[config.mk]
export PLATFORM = sky130hd
export DESIGN_NAME = z80_ind_jp_seq
export DESIGN_NICKNAME = d
export VERILOG_FILES = /design/src/rtl/z80_ind_jp_seq_pkg.sv /design/src/rtl/z80_ind_jp_seq_le_assemble.sv /design/src/rtl/z80_ind_jp_seq.sv
export SDC_FILE = /design/constraint.sdc
export NUM_CORES = 1
export LEC_CHECK = 0
export CAP_MARGIN = 0
export CORE_ASPECT_RATIO = 1.4
export CORE_MARGIN = 2
export CORE_UTILIZATION = 40
export CTS_BUF_LIST = sky130_fd_sc_hd__clkbuf_16
export CTS_CLUSTER_DIAMETER = 30
export DETAILED_ROUTE_END_ITERATION = 7
export PLACE_DENSITY = 0.74
export SLEW_MARGIN = 15
export SYNTH_ARGS = -nofsm -noshare
export SYNTH_HDL_FRONTEND = slang
export SYNTH_SLANG_ARGS = --single-unit
[constraint.sdc]
create_clock -name clk -period 1.6 [get_ports clk]
set_input_delay 0.24 -clock clk [delete_from_list [all_inputs] [get_ports clk]]
set_output_delay 0.24 -clock clk [all_outputs]
set_load 0.005 [all_outputs]
[src/rtl/z80_ind_jp_seq_pkg.sv]
// Shared types for the indirect-jump fetch sequencer: pointer select
// encoding and the sequencer state enumeration.
package z80_ind_jp_seq_pkg;

  typedef enum logic [1:0] {
    PTR_HL = 2'd0,
    PTR_IX = 2'd1,
    PTR_IY = 2'd2,
    PTR_SP = 2'd3
  } ptr_sel_e;

  typedef enum logic [1:0] {
    ST_IDLE = 2'd0,
    ST_READ = 2'd1,
    ST_DONE = 2'd2
  } state_e;

  // SP selects pop mode, which also writes back the advanced stack pointer.
  function automatic logic is_pop(input logic [1:0] sel);
    return sel == PTR_SP;
  endfunction

endpackage

[src/rtl/z80_ind_jp_seq_le_assemble.sv]
// Little-endian byte-lane assembly register; value reflects the stored
// lanes with the in-flight write already merged in.
module z80_le_assemble #(
  parameter int NBYTES = 2
) (
  input  logic                  clk,
  input  logic                  reset,
  input  logic                  clear,
  input  logic                  wr,
  input  logic [1:0]            lane,
  input  logic [7:0]            data,
  output logic [8*NBYTES-1:0]   value
);

  logic [NBYTES-1:0][7:0] q;
  logic [NBYTES-1:0][7:0] nxt;

  for (genvar g = 0; g < NBYTES; g++) begin : g_lane
    logic hit;
    assign hit    = wr && (lane == 2'(g));
    assign nxt[g] = hit ? data : q[g];

    always_ff @(posedge clk) begin
      if (reset || clear) q[g] <= 8'h00;
      else if (hit)       q[g] <= data;
    end
  end

  assign value = nxt;

endmodule

[src/rtl/z80_ind_jp_seq.sv]
// Indirect jump target fetch: reads NBYTES little-endian bytes from the
// selected pointer and emits the assembled target (plus new SP in pop mode).
module z80_ind_jp_seq
  import z80_ind_jp_seq_pkg::*;
#(
  parameter int NBYTES = 2,
  parameter int ADDR_W = 16,
  localparam int IP_W  = 8 * NBYTES
) (
  input  logic              clk,
  input  logic              reset,
  input  logic              start,
  input  logic [1:0]        ptr_sel,
  input  logic [ADDR_W-1:0] reg_hl_in,
  input  logic [ADDR_W-1:0] reg_ix_in,
  input  logic [ADDR_W-1:0] reg_iy_in,
  input  logic [ADDR_W-1:0] reg_sp_in,
  output logic              mem_rd,
  output logic [ADDR_W-1:0] mem_raddr,
  input  logic              mem_ready,
  input  logic [7:0]        mem_rdata,
  output logic              busy,
  output logic [IP_W-1:0]   reg_ip_out,
  output logic              reg_ip_wr,
  output logic [ADDR_W-1:0] reg_sp_out,
  output logic              reg_sp_wr
);

  localparam logic [1:0] LAST_K = 2'(NBYTES - 1);

  state_e            state;
  logic [ADDR_W-1:0] base;
  logic [1:0]        k;
  logic              pop;
  logic [ADDR_W-1:0] ptr;
  logic [IP_W-1:0]   asm_value;
  logic              accept;
  logic              byte_done;

  always_comb begin
    ptr = reg_hl_in;
    case (ptr_sel)
      PTR_IX:  ptr = reg_ix_in;
      PTR_IY:  ptr = reg_iy_in;
      PTR_SP:  ptr = reg_sp_in;
      default: ptr = reg_hl_in;
    endcase
  end

  assign accept    = (state == ST_IDLE) && start;
  assign byte_done = (state == ST_READ) && mem_ready;

  z80_le_assemble #(.NBYTES(NBYTES)) u_asm (
    .clk   (clk),
    .reset (reset),
    .clear (accept),
    .wr    (byte_done),
    .lane  (k),
    .data  (mem_rdata),
    .value (asm_value)
  );

  // mem_raddr is kept as its own register (base + k) so it is a clean flop
  // output and wraps naturally at 2^ADDR_W.
  always_ff @(posedge clk) begin
    if (reset) begin
      state      <= ST_IDLE;
      base       <= '0;
      k          <= 2'd0;
      pop        <= 1'b0;
      mem_rd     <= 1'b0;
      mem_raddr  <= '0;
      busy       <= 1'b0;
      reg_ip_out <= '0;
      reg_ip_wr  <= 1'b0;
      reg_sp_out <= '0;
      reg_sp_wr  <= 1'b0;
    end else begin
      case (state)
        ST_IDLE: begin
          reg_ip_wr <= 1'b0;
          reg_sp_wr <= 1'b0;
          if (start) begin
            state     <= ST_READ;
            base      <= ptr;
            mem_raddr <= ptr;
            k         <= 2'd0;
            pop       <= is_pop(ptr_sel);
            mem_rd    <= 1'b1;
            busy      <= 1'b1;
          end
        end
        ST_READ: begin
          if (mem_ready) begin
            k         <= k + 2'd1;
            mem_raddr <= mem_raddr + ADDR_W'(1);
            if (k == LAST_K) begin
              state      <= ST_DONE;
              mem_rd     <= 1'b0;
              reg_ip_out <= asm_value;
              reg_ip_wr  <= 1'b1;
              reg_sp_wr  <= pop;
              if (pop) reg_sp_out <= base + ADDR_W'(NBYTES);
            end
          end
        end
        ST_DONE: begin
          state     <= ST_IDLE;
          busy      <= 1'b0;
          reg_ip_wr <= 1'b0;
          reg_sp_wr <= 1'b0;
        end
        default: begin
          state  <= ST_IDLE;
          mem_rd <= 1'b0;
          busy   <= 1'b0;
        end
      endcase
    end
  end

endmodule

# Word level (Yosys, flattened, before mapping)
# Index checks and enable logic that the tools add are counted.
totals:
  regBits: 89
  output_inout_bits: 52
op_classes:
  n_reduce_logical: 18
  add_sub_neg: 3
  muxes: 24
  n_bitwise: 2
  eq_ne: 9
ops:
  columns: ["op", "count"]
  rows:
  - ["$pmux 16 s3", 1]
  - ["$mux 16", 2]
  - ["$pmux 16 s2", 1]
  - ["$add 16x1->16 const B", 1]
  - ["$add 16x2->16 const B", 1]
  - ["$mux 8", 2]
  - ["$reduce_and 3->1", 4]
  - ["$mux 2", 5]
  - ["$pmux 2 s2", 2]
  - ["$reduce_and 4->1", 2]
  - ["$mux 1", 7]
  - ["$eq 2x1->1 const B", 3]
  - ["$eq 2x2->1 const B", 3]
  - ["$pmux 1 s2", 3]
  - ["$logic_and 1x1->1", 4]
  - ["$logic_not 2->1", 2]
  - ["$ne 2x2->1 const B", 2]
  - ["$reduce_and 2->1", 2]
  - ["$reduce_bool 2->1", 2]
  - ["$pmux 1 s3", 1]
  - ["$add 2x1->2 const B", 1]
  - ["$ne 2x1->1 const B", 1]
  - ["$not 1->1", 2]
  - ["$reduce_or 2->1", 1]
  - ["$logic_or 1x1->1", 1]

# Logic depth before layout (Yosys ltp)
depth:
  ltp_word: 4
  ltp_mapped: 8

# Cells and area by module
# Synthesis repeated with hierarchy kept, for this count alone.
unflattened:
  cells_unflattened: 504
  area_unflattened_um2: 4678.2
modules_own_cells:
  columns: ["mod", "area_per_inst_um2", "seq_area_each_um2", "cells_per_inst", "instances"]
  rows:
  - ["z80_ind_jp_seq", 3717.3, 1461.4, 421, 1]
  - ["z80_le_assemble", 960.9, 320.3, 83, 1]

# Worst setup path after synthesis
# OpenSTA, ideal clock, no wires.
synth_timing:
  path_type: "register to register"
  startpoint: "reg mem_raddr[0]"
  endpoint: "reg mem_raddr[14]"
  arrival_time_ns: 1.478
  path_stages_with_launch: 6
  required_time_ns: 1.478
  setup_time_ns: 0.122
  setup_slack_ns: 0.000
  path_cell_list: "dfxtp_1 > ha_1 > nand3_1 > nor4_1 > nor4_1 > a221o_1"
synth_via:
  elab_chain_cells: 3
synth_rtl:
  columns: ["element", "line", "rtl"]
  rows:
  - ["start, declared", "z80_ind_jp_seq.sv:19", "output logic [ADDR_W-1:0] mem_raddr,"]
  - ["start signal, assigned", "z80_ind_jp_seq.sv:86", "mem_raddr <= ptr;"]
  - ["start signal, assigned", "z80_ind_jp_seq.sv:96", "mem_raddr <= mem_raddr + ADDR_W'(1);"]
  - ["$add 16x1->16", "z80_ind_jp_seq.sv:96", null]
  - ["$mux 16", "z80_ind_jp_seq.sv:94", "if (mem_ready) begin"]
  - ["$pmux 16 s2", "z80_ind_jp_seq.sv:79", "case (state)"]
# No other way between the ends. The select of a mux whose other input is x is not followed.
# A chain may end at the register's enable or synchronous reset.

# Final worst setup path
layout_timing:
  startpoint: "reg mem_raddr[8]"
  endpoint: "out mem_raddr[8]"
# No word-level cell between the ends.

==> results.sh <==
export IMPL_p_comb_frac=0.186
export IMPL_cts_buffers=9
export IMPL_critPathKind="flop to output pin"
export IMPL_cts_buffer_depth=2
export IMPL_powerDensity_nw_per_um2=859
export IMPL_ant_nets=0
export IMPL_ios=130
export IMPL_synth_edf_count=0
export IMPL_vias=4140
export IMPL_synth_warnings=0
export IMPL_cp_arrival_ns=1.33
export IMPL_r2r_cells=5
export IMPL_synth_nets=526
export IMPL_setup_slack_ns=0.0251
export IMPL_syn_mean_instance_area_sq_um=8.82
export IMPL_clock_sinks=81
export IMPL_holdCritStartpoint="reset"
export IMPL_dieArea_sq_um=10600
export IMPL_clk_pin_slew_worst_paths_ns=0.06
export IMPL_r2r_setup_slack_ns=0.07
export IMPL_cts_hold_buf=0
export IMPL_area_growth_synth_to_final_pct=59.2
export IMPL_ys_flop_type="dfxtp_1"
export IMPL_hold_violations=0
export IMPL_fp_row_count=42
export IMPL_drive_gt1_frac=0.201
export IMPL_cts_root_buf="clkbuf_16"
export IMPL_critPathBufInv=2
export IMPL_clkLatencyLatePin_ns=0.34
export IMPL_intPower_mw=4.04
export IMPL_timing_final_crit_period_ns=1.57
export IMPL_crit_required_ns=1.36
export IMPL_r2r_end="mem_raddr[14]$_SDFFE_PP0P_"
export IMPL_initial_core_util=0.412
export IMPL_antenna_cells=0
export IMPL_start_kind="flop"
export IMPL_crit_chain="buf_4, clkdlybuf4s50_1"
export IMPL_tns_ns=0
export IMPL_die_h_um=121
export IMPL_synth_most_common_cell="dfxtp_1"
export IMPL_worstHoldEndpoint="base[11]$_SDFFE_PP0P_"
export IMPL_netlist_area_sq_um=3920
export IMPL_drt_iter0_drc=272
export IMPL_clock_power_share=0.403
export IMPL_synth_async_reset_ratio=0
export IMPL_drt_pass1_iterations=5
export IMPL_synth_top_area_frac=0.414
export IMPL_regToRegStartpoint="mem_raddr[11]$_SDFFE_PP0P_"
export IMPL_synth_area_top_cells="dfxtp_1 41%, mux4_2 9.2%, a21oi_1 6.3%, nand2_1 6.1%, nor2_1 3.6%"
export IMPL_cp_top_family="buffers and inverters"
export IMPL_drc=0
export IMPL_gr_total_overflow=0
export IMPL_core_area_sq_um=9510
export IMPL_ys_ff_latch=81
export IMPL_antenna_found_initial=0
export IMPL_worst_slew_pin_slew_ns=0.401
export IMPL_yosysUniqueCellTypes=52
export IMPL_grt_total_usage=0.237
export IMPL_hold_path_class="input port to flop"
export IMPL_p_leak_nw=2.36
export IMPL_slew_violations=0
export IMPL_slowest_delay_ns=0.51
export IMPL_cp_max_fo=5
export IMPL_holdPathStages=2
export IMPL_p_sw_mw=1.32
export IMPL_avgRoutedWirePerCell_um=16.3
export IMPL_worstSetupEndpointType="output pin"
export IMPL_htree_levels=3
export IMPL_die_width_um=87.6
export IMPL_maxSlewHeadroom=0.730
export IMPL_globalplace_congestion=0.874
export IMPL_grt_max_degree=28
export IMPL_layout_cells_non_filler=763
export IMPL_yosys_top_cells_count="81 x dfxtp_1, 64 x nand2_1, 49 x a21oi_1, 38 x nor2_1, 16 x mux4_2"
export IMPL_p_sw_frac=0.246
export IMPL_grt_pass1_vias=4069
export IMPL_cts_tree="done"
export IMPL_vias_per_cell=5.43
export IMPL_grt_first_pass_wirelength_um=19500
export IMPL_setup_viol=0
export IMPL_place_ws_ns=-0.418
export IMPL_io_buffers=129
export IMPL_dpl_cell_count=741
export IMPL_nNetsFinal=708
export IMPL_synth_top_area_cell="dfxtp_1"
export IMPL_hpwl_um=9230
export IMPL_max_freq_ghz=0.635
export IMPL_synthCells=444
export IMPL_wl_um=12400
export IMPL_fin_crit_sh=0.984
export IMPL_p_seq_frac=0.410
export IMPL_crit_path_top_delay_cell="clkdlybuf4s50_1"
export IMPL_skew_ns=0.00477
export IMPL_status="finished, final reports clean"
export IMPL_ir_worst_vdd_uv=613
export IMPL_maxCapViolCount=0
export IMPL_seq_area_frac_synth=0.414
==> state kept, by name, indices dropped and copies added, names as in the netlist <==
| register | flops |
|---|---|
| reg_sp_out | 16 |
| reg_sp_wr | 1 |
| base | 16 |
| state | 2 |
| mem_raddr | 16 |
| u_asm.q | 8 |
| k | 2 |
| pop | 1 |
| reg_ip_wr | 1 |
| mem_rd | 1 |
| busy | 1 |
| reg_ip_out | 16 |
==> final cells by class <==
class	count	area [sq um]
Timing Repair Buffer	202	1940
Tap cell	132	165
Multi-Input combinational cell	321	2150
Inverter	11	41.3
Clock buffer	9	225
Clock inverter	7	86.3
Sequential cell	81	1630
Fill cell	762	3270
==> worst max-delay path by stage <==
stage	from	endpoint	slack, ns	cells past startpoint
6_report	mem_raddr[8]$_SDFFE_PP0P_	mem_raddr[8]	0.03	2
5_1_grt	k[1]$_SDFFE_PP0P_	reg_sp_out[15]$_SDFFE_PP0P_	-0.005	8
4_1_cts	state[0]$_SDFFE_PP0P_	reg_ip_out[0]$_SDFFE_PP0P_	-0.04	4
3_5_place_dp	ptr_sel[0]	mem_raddr[15]$_SDFFE_PP0P_	-0.42	6
3_3_place_gp	ptr_sel[0]	mem_raddr[15]$_SDFFE_PP0P_	-0.37	6
2_1_floorplan	mem_raddr[0]$_SDFFE_PP0P_	mem_raddr[14]$_SDFFE_PP0P_	0.03	5
==> worst register-to-register path, cell delays in order (launching register included) <==
cell	delay, ns
dfxtp_1	0.41
nand4_1	0.19
buf_4	0.19
nor4_2	0.28
nor4_1	0.09
a221o_1	0.26
==> cell usage in the layout (no fill, tap or decap), types with 10 or more instances in the layout <==
cell type          n
mux4_2            16
a211oi_1          15
clkdlybuf4s50_1  121
nor4_1            11
buf_4             65
nand3_1           13
clkbuf_16         10
dfxtp_1           76
o21ai_1           16
a21oi_1           49
nor2_1            38
mux2i_1           13
nand2_1           64
==> per-layer routing <==
| layer | part of all wire | global-route usage | routed length, um |
|---|---|---|---|
| met3 | 0.063 | 0.0551 | 776 |
| met4 | 0.030 | 0.0990 | 371 |
| met5 | 0 | 0 | 0 |
| met1 | 0.40 | 0.285 | 4950 |
| met2 | 0.51 | 0.400 | 6320 |
==> what timing repair did <==
item / in CTS / in global routing
pin swaps: 1 / 1
gates cloned: 1 / 1
buffers inserted: 3 / 1
endpoints found under the setup margin: 15 / 46
resized for setup: 7 / 21
==> kinds of logic after synthesis <==
| logic type | after synthesis | synth area share |
|---|---|---|
| flip-flops | 81 | 0.414 |
| AND/OR/NAND/NOR | 168 | 0.208 |
| XOR/XNOR | 12 | 0.0268 |
| adder cells (fa/ha/maj) | 4 | 0.0128 |
| buffers and inverters | 42 | 0.0508 |
| multiplexers | 29 | 0.125 |
| AO/OA/AOI/OAI | 108 | 0.162 |
==> stage by stage <==
step           power (mW)  area (sq um)  hold WS, ns   util
2_1_floorplan        2.63          3920        0.376      -
5_1_grt              5.54          6240        0.301  0.656
4_1_cts              5.36          6140        0.278  0.646
3_3_place_gp         3.17          5770        0.441  0.607
6_report             5.35          6240        0.291  0.656
3_5_place_dp         3.20          5770        0.454  0.607
==> power by group through the flow <==
stage / combinational [mW] / clock [mW] / sequential [mW]
after floorplan: 0.395 / 0 / 2.24
after global placement: 0.945 / 0 / 2.23
after detailed placement: 0.968 / 0 / 2.23
after CTS: 0.986 / 2.18 / 2.19
after global routing: 1.07 / 2.26 / 2.21
final: 0.999 / 2.16 / 2.20
Power figures use the tool's default switching activity.
